$ cat src/rtl/pipeline_hazard_ctrl_pkg.sv
// Shared definitions for the pipeline hazard controller.
// Forwarding select codes, FSM states and a select helper.
package pipeline_hazard_ctrl_pkg;

    localparam int REG_AW_DEF = 5;

    localparam logic [1:0] FWD_RF    = 2'b00;
    localparam logic [1:0] FWD_EXMEM = 2'b01;
    localparam logic [1:0] FWD_MEMWB = 2'b10;

    typedef enum logic [1:0] {
        ST_RUN   = 2'd0,
        ST_STALL = 2'd1,
        ST_FLUSH = 2'd2
    } state_e;

    // Youngest producer wins: EX/MEM beats MEM/WB.
    function automatic logic [1:0] fwd_sel(
        input logic hit_ex,
        input logic hit_mem
    );
        logic [1:0] sel;
        sel = FWD_RF;
        if (hit_ex) begin
            sel = FWD_EXMEM;
        end else if (hit_mem) begin
            sel = FWD_MEMWB;
        end
        return sel;
    endfunction

endpackage

$ cat src/rtl/hazard_scoreboard.sv
// Three-slot shadow of in-flight destination registers.
// Slot layout: {valid, is_load, wr_reg}; shifts EX -> MEM -> WB.
module hazard_scoreboard #(
    parameter int REG_AW = 5
) (
    input  logic              clk,
    input  logic              rst_n,
    input  logic              issue_i,
    input  logic              wr_en_i,
    input  logic [REG_AW-1:0] wr_reg_i,
    input  logic              is_load_i,
    output logic [REG_AW+1:0] ex_o,
    output logic [REG_AW+1:0] mem_o,
    output logic [REG_AW+1:0] wb_o
);

    logic [REG_AW+1:0] ex_q;
    logic [REG_AW+1:0] ex_d;
    logic [REG_AW+1:0] mem_q;
    logic [REG_AW+1:0] wb_q;
    logic              ent_vld;

    // Writes to r0 never create a dependency, so they enter as bubbles.
    assign ent_vld = issue_i && wr_en_i && (wr_reg_i != '0);

    // Build the entry that follows the issued instruction into EX.
    always_comb begin
        ex_d = '0;
        if (ent_vld) begin
            ex_d = {1'b1, is_load_i, wr_reg_i};
        end
    end

    // Advance every slot each cycle; reset clears the whole pipe.
    always_ff @(posedge clk or negedge rst_n) begin
        if (!rst_n) begin
            ex_q  <= '0;
            mem_q <= '0;
            wb_q  <= '0;
        end else begin
            ex_q  <= ex_d;
            mem_q <= ex_q;
            wb_q  <= mem_q;
        end
    end

    assign ex_o  = ex_q;
    assign mem_o = mem_q;
    assign wb_o  = wb_q;

endmodule

$ cat src/rtl/pipeline_hazard_ctrl.sv
// Load-use stall, redirect flush and forwarding control.
// Gates PC, IF/ID and ID/EX around a 5-stage pipeline.
module pipeline_hazard_ctrl
    import pipeline_hazard_ctrl_pkg::*;
#(
    parameter int REG_AW       = REG_AW_DEF,
    parameter int FLUSH_CYCLES = 2,
    parameter int CNT_W        = 16
) (
    input  logic              clk,
    input  logic              rst_n,
    input  logic              id_valid,
    input  logic [REG_AW-1:0] id_rs,
    input  logic [REG_AW-1:0] id_rt,
    input  logic              id_uses_rs,
    input  logic              id_uses_rt,
    input  logic              id_wr_en,
    input  logic [REG_AW-1:0] id_wr_reg,
    input  logic              id_is_load,
    input  logic              ex_redirect,
    output logic              pc_write,
    output logic              ifid_write,
    output logic              ifid_flush,
    output logic              idex_bubble,
    output logic [1:0]        fwd_a,
    output logic [1:0]        fwd_b,
    output logic [CNT_W-1:0]  stall_cnt,
    output logic [CNT_W-1:0]  flush_cnt
);

    localparam logic [2:0] FLUSH_LOAD = 3'(FLUSH_CYCLES);

    logic [REG_AW+1:0] sb_ex;
    logic [REG_AW+1:0] sb_mem;
    logic [REG_AW+1:0] sb_wb;
    logic              sb_unused;

    logic              ex_vld;
    logic              ex_ld;
    logic [REG_AW-1:0] ex_reg;
    logic              mem_vld;
    logic [REG_AW-1:0] mem_reg;

    logic              rs_ex_hit;
    logic              rt_ex_hit;
    logic              rs_mem_hit;
    logic              rt_mem_hit;
    logic              load_use;
    logic              flushing;
    logic              stall;
    logic              issue;

    state_e            state_q;
    state_e            state_d;
    logic [2:0]        fcnt_q;
    logic [2:0]        fcnt_d;
    logic [1:0]        fwd_a_q;
    logic [1:0]        fwd_a_d;
    logic [1:0]        fwd_b_q;
    logic [1:0]        fwd_b_d;
    logic [CNT_W-1:0]  stall_cnt_q;
    logic [CNT_W-1:0]  flush_cnt_q;

    hazard_scoreboard #(
        .REG_AW (REG_AW)
    ) u_sb (
        .clk       (clk),
        .rst_n     (rst_n),
        .issue_i   (issue),
        .wr_en_i   (id_wr_en),
        .wr_reg_i  (id_wr_reg),
        .is_load_i (id_is_load),
        .ex_o      (sb_ex),
        .mem_o     (sb_mem),
        .wb_o      (sb_wb)
    );

    // The WB producer has written the RF by the time ID reads it.
    assign sb_unused = ^{sb_mem[REG_AW], sb_wb};

    assign ex_vld  = sb_ex[REG_AW+1];
    assign ex_ld   = sb_ex[REG_AW];
    assign ex_reg  = sb_ex[REG_AW-1:0];
    assign mem_vld = sb_mem[REG_AW+1];
    assign mem_reg = sb_mem[REG_AW-1:0];

    // Valid slots never hold r0, so r0 can never match.
    always_comb begin
        rs_ex_hit  = id_uses_rs && ex_vld  && (ex_reg  == id_rs);
        rt_ex_hit  = id_uses_rt && ex_vld  && (ex_reg  == id_rt);
        rs_mem_hit = id_uses_rs && mem_vld && (mem_reg == id_rs);
        rt_mem_hit = id_uses_rt && mem_vld && (mem_reg == id_rt);
        load_use   = ex_ld && (rs_ex_hit || rt_ex_hit);
        flushing   = (state_q == ST_FLUSH);
        stall      = load_use && !ex_redirect && !flushing;
        issue      = id_valid && !load_use && !flushing && !ex_redirect;
    end

    // Next state and pipeline gating; a redirect overrides everything.
    always_comb begin
        state_d     = state_q;
        fcnt_d      = fcnt_q;
        pc_write    = 1'b1;
        ifid_write  = 1'b1;
        ifid_flush  = 1'b0;
        idex_bubble = 1'b0;
        unique case (state_q)
            ST_RUN: begin
                if (stall) begin
                    state_d = ST_STALL;
                end
            end
            ST_STALL: begin
                state_d = ST_RUN;
            end
            ST_FLUSH: begin
                ifid_flush  = 1'b1;
                idex_bubble = 1'b1;
                if (fcnt_q <= 3'd1) begin
                    state_d = ST_RUN;
                    fcnt_d  = 3'd0;
                end else begin
                    fcnt_d  = fcnt_q - 3'd1;
                end
            end
            default: begin
                state_d = ST_RUN;
            end
        endcase
        if (stall) begin
            pc_write    = 1'b0;
            ifid_write  = 1'b0;
            idex_bubble = 1'b1;
        end
        if (ex_redirect) begin
            state_d     = ST_FLUSH;
            fcnt_d      = FLUSH_LOAD;
            pc_write    = 1'b1;
            ifid_write  = 1'b1;
            ifid_flush  = 1'b1;
            idex_bubble = 1'b1;
        end
    end

    // Forward selects follow the instruction into EX; bubbles read RF.
    always_comb begin
        fwd_a_d = FWD_RF;
        fwd_b_d = FWD_RF;
        if (issue) begin
            fwd_a_d = fwd_sel(rs_ex_hit, rs_mem_hit);
            fwd_b_d = fwd_sel(rt_ex_hit, rt_mem_hit);
        end
    end

    // FSM, flush countdown and forwarding registers.
    always_ff @(posedge clk or negedge rst_n) begin
        if (!rst_n) begin
            state_q <= ST_RUN;
            fcnt_q  <= 3'd0;
            fwd_a_q <= FWD_RF;
            fwd_b_q <= FWD_RF;
        end else begin
            state_q <= state_d;
            fcnt_q  <= fcnt_d;
            fwd_a_q <= fwd_a_d;
            fwd_b_q <= fwd_b_d;
        end
    end

    // Saturating event counters.
    always_ff @(posedge clk or negedge rst_n) begin
        if (!rst_n) begin
            stall_cnt_q <= '0;
            flush_cnt_q <= '0;
        end else begin
            if (stall && (stall_cnt_q != '1)) begin
                stall_cnt_q <= stall_cnt_q + CNT_W'(1);
            end
            if (ex_redirect && (flush_cnt_q != '1)) begin
                flush_cnt_q <= flush_cnt_q + CNT_W'(1);
            end
        end
    end

    assign fwd_a     = fwd_a_q;
    assign fwd_b     = fwd_b_q;
    assign stall_cnt = stall_cnt_q;
    assign flush_cnt = flush_cnt_q;

endmodule

$ cat config.mk
export PLATFORM = sky130hd
export DESIGN_NAME = pipeline_hazard_ctrl
export DESIGN_NICKNAME = d
export VERILOG_FILES = /design/src/rtl/pipeline_hazard_ctrl_pkg.sv /design/src/rtl/hazard_scoreboard.sv /design/src/rtl/pipeline_hazard_ctrl.sv
export SDC_FILE = /design/constraint.sdc
export NUM_CORES = 1
export LEC_CHECK = 0
export BUFFER_PORTS_ARGS = -buffer_cell sky130_fd_sc_hd__buf_2
export CAP_MARGIN = 15
export CORE_ASPECT_RATIO = 0.5
export CORE_UTILIZATION = 53
export DETAILED_ROUTE_END_ITERATION = 8
export PLACE_DENSITY = 0.81
export SYNTH_ARGS = -nofsm -noshare
export SYNTH_HDL_FRONTEND = slang
export SYNTH_SLANG_ARGS = --single-unit
$ cat constraint.sdc
create_clock -name clk -period 2.6 [get_ports clk]
set_input_delay 0.39 -clock clk [delete_from_list [all_inputs] [get_ports clk]]
set_output_delay 0.39 -clock clk [all_outputs]
set_load 0.01 [all_outputs]
==> flow_summary.ini <==
[cts]
cts_tree = done
numCtsBuffers = 5
hold_buffers = 0
clkLatencyLatePin_ns = 0.30
deepest_clock_path_buffer_count = 2
cts_htree_levels = 2
clock-sinks = 54
clock_tree.root_cell = clkbuf_8
cts_resized = 0
clkTransAtPathRegs_ns = 0.09
postCtsSetupBuffers = 0

[worst_setup_path]
timing.critical_path.from_type = flop
data_required_time_at_the_worst_endpoint_ns = 2.21
regToRegSetupSlack_ns = 0.44
worst_path_max_delay_cell = dfrtp_1
worst-setup-path-type = reg2out
critical_path_peak_fanout = 6
critical_path.cell_chain = xor2_1, nor4_4, a22o_1, a21oi_1, inv_1, buf_2
critPathCaptureType = output port
path_buf_inv = 2
critPathTopFamily = compound AO/OA/AOI/OAI gates
reg2reg_to = stall_cnt[14]
crit_path_max_incr_delay_ns = 0.44
worstReg2RegStart = u_sb.ex_o[2]
worst_r2r_path_depth = 5
cp.arrival_ns = 1.97

[power]
power.share.combinational_pct = 20.2
pwr-share-seq_pct = 55.3
switching_share_pct = 31.2
leakage_power_total_nw = 1.61
clock_power_share_pct = 24.5
power_report.internal_total_mw = 1.28
power.switching_uw = 578
worst_ir_drop_on_vdd_v = 0.000555
powerDensity_nw_per_um2 = 590

[final_layout]
final_nets = 331
final_cells = 370
area_grow_syn2layout_pct = 17.4
layout-drive-gt1-share_pct = 29.3
most-common-layout-cells = buf_2 (62), dfrtp_1 (54), xor2_1 (32), nand2_1 (18), xnor2_1 (16)
layout.cells.most_common = buf_2
antenna_cells_inserted = 0
utilization_pct = 68.1

[drt]
detail_route.vias_per_cell = 5.53
route.vias.total = 2047
totalWireLength_um = 5310
wire_per_inst_um = 14.4
drt_iter0_markers = 44
post_detailed_route_drc_marker_count = 0
drtPass1Iterations = 4
detail-route-antenna-nets = 0

[outcome]
status = completed

[synth]
syn_area_um2 = 2680
synth-warning-count = 0
synth_edf_count = 0
register_bit_count_reported_by_yosys = 54
synth_top_flop_cell = dfrtp_1
gate_count_after_technology_mapping = 236
sequential_area_share_after_synthesis_pct = 50.5
synth_cell_types = 39
post_synth.cell_area_avg_um2 = 11.3
synth.net_count = 263
postSynth.asyncResetShare_pct = 100

[global_routing]
initial_antenna_violation_count = 0
grt-ovfl-total = 0
grt_pass1_wl_um = 9080
grt_util_all_layers_pct = 22.7
grt_max_degree = 55
first_global_vias = 2019

[timing]
finalHoldViolations = 0
timing_worst_slew_pin_value_ns = 0.654
min_period_ns = 2.36
fmaxAchievable_mhz = 423
finalSetupTns_ns = 0
relative_slew_margins_pct = 56.4
timing.final.max_slew_violations = 0
clock_skew_ns = 0.00827
holdWs_ns = 0.186
final.period_utilization_pct = 90.9
grt_setup_unrepaired = false
setup_viol = 0

[die]
initial_utilization_pct = 58.0
floorplan.io_pins = 63
placementRows = 17
die_w_um = 103
fp.dieArea_um2 = 5360
fp.dieH_um = 52.3
coreArea_um2 = 4620

[placed_design]
detailed_place_hpwl_um = 4060
post-place-cells = 363
io_buffers = 62
place_congestion = 0.950

[hold_path]
timing.hold.worst.class = in2async

[job]
max_cap_viol_count = 0
layer usage:
layer / share of wire [%] / wire length, µm / vias up / global-route usage, %
met1: 44 / 2360 / 997 / 27.3
li1: - / - / 976 / -
met4: 1.4 / 77 / 0 / 8.10
met3: 5.1 / 271 / 11 / 5.73
met2: 49 / 2610 / 63 / 39.8
met5: 0 / 0 / - / 0
worst register-to-register path, delay by kind of cell (launching register included):
kind	cells	cell delay, ns
compound gates	1	0.31
xor+xnor	1	0.22
flops	1	0.43
mux	1	0.33
simple gates	2	0.76
sequential cells by signal, summed over array words and instances, names as in the netlist:
signal	flops
fcnt_q	3
u_sb.ex_o	7
u_sb.mem_o	6
fwd_b	2
flush_cnt	16
fwd_a	2
state_q	2
stall_cnt	16
stage by stage:
stage	cell area (µm²)	power, mW	setup slack, ns
after floorplan	2680	1.26	0.762
after global placement	3060	1.39	0.483
after detailed placement	3060	1.41	0.390
after CTS	3140	1.87	0.230
after global routing	3140	1.97	0.0723
final	3140	1.85	0.237
Yosys cell counts (all sizes together), types with 2 or more instances:
library cell / instances / area [µm²]
dfrtp: 54 / 1350
xor2: 32 / 280
nand2: 18 / 67.6
xnor2: 16 / 140
nand3: 13 / 70.1
nor3: 12 / 65.1
nor4: 12 / 148
nand4: 11 / 68.8
nor2: 10 / 37.5
and3: 9 / 56.3
inv: 7 / 26.3
mux2: 5 / 56.3
buf: 4 / 31.3
ha: 4 / 50.1
and4: 3 / 26.3
nand2b: 3 / 18.8
nor4b: 3 / 26.3
a21oi: 2 / 10.0
and2: 2 / 12.5
o21ai: 2 / 10.0
o31ai: 2 / 15.0
power by group through the flow:
| stage | logic [mW] | registers (mW) | clock network (mW) |
|---|---|---|---|
| 3_3_place_gp | 0.360 | 1.03 | 0 |
| 5_1_grt | 0.423 | 1.04 | 0.502 |
| 3_5_place_dp | 0.378 | 1.04 | 0 |
| 4_1_cts | 0.379 | 1.02 | 0.466 |
| 2_1_floorplan | 0.212 | 1.05 | 0 |
| 6_report | 0.375 | 1.03 | 0.454 |
worst max path at each step:
stage / end / slack (ns) / depth (start not counted) / start
floorplan: stall_cnt[14] / 0.76 / 5 / u_sb.ex_o[2]
global placement: stall_cnt[14] / 0.48 / 6 / id_rs[2]
detailed placement: stall_cnt[14] / 0.39 / 6 / id_rs[2]
CTS: idex_bubble / 0.23 / 6 / u_sb.ex_o[2]
global route: idex_bubble / 0.07 / 6 / u_sb.ex_o[4]
finish: idex_bubble / 0.24 / 6 / u_sb.ex_o[4]
cell families (layout without fill, tap and decap cells):
group | count (synthesis) | in the layout | share of synthesized area [%]
compound gates | 11 | 11 | 3.36
xor+xnor | 48 | 48 | 15.7
fa+ha+maj | 4 | 4 | 1.87
buf+inv | 11 | 79 | 2.15
flops | 54 | 54 | 50.5
mux | 5 | 5 | 2.10
simple gates | 103 | 103 | 24.3
area by class of cell:
class | instances | area [µm²]
timing repair buffer | 65 | 333
sequential | 54 | 1350
multi-input combinational | 171 | 1270
clock inverter | 2 | 13.8
clock buffer | 5 | 68.8
inverter | 7 | 26.3
tap | 66 | 82.6
fill | 351 | 1470
(Power assumes the default switching activity.)
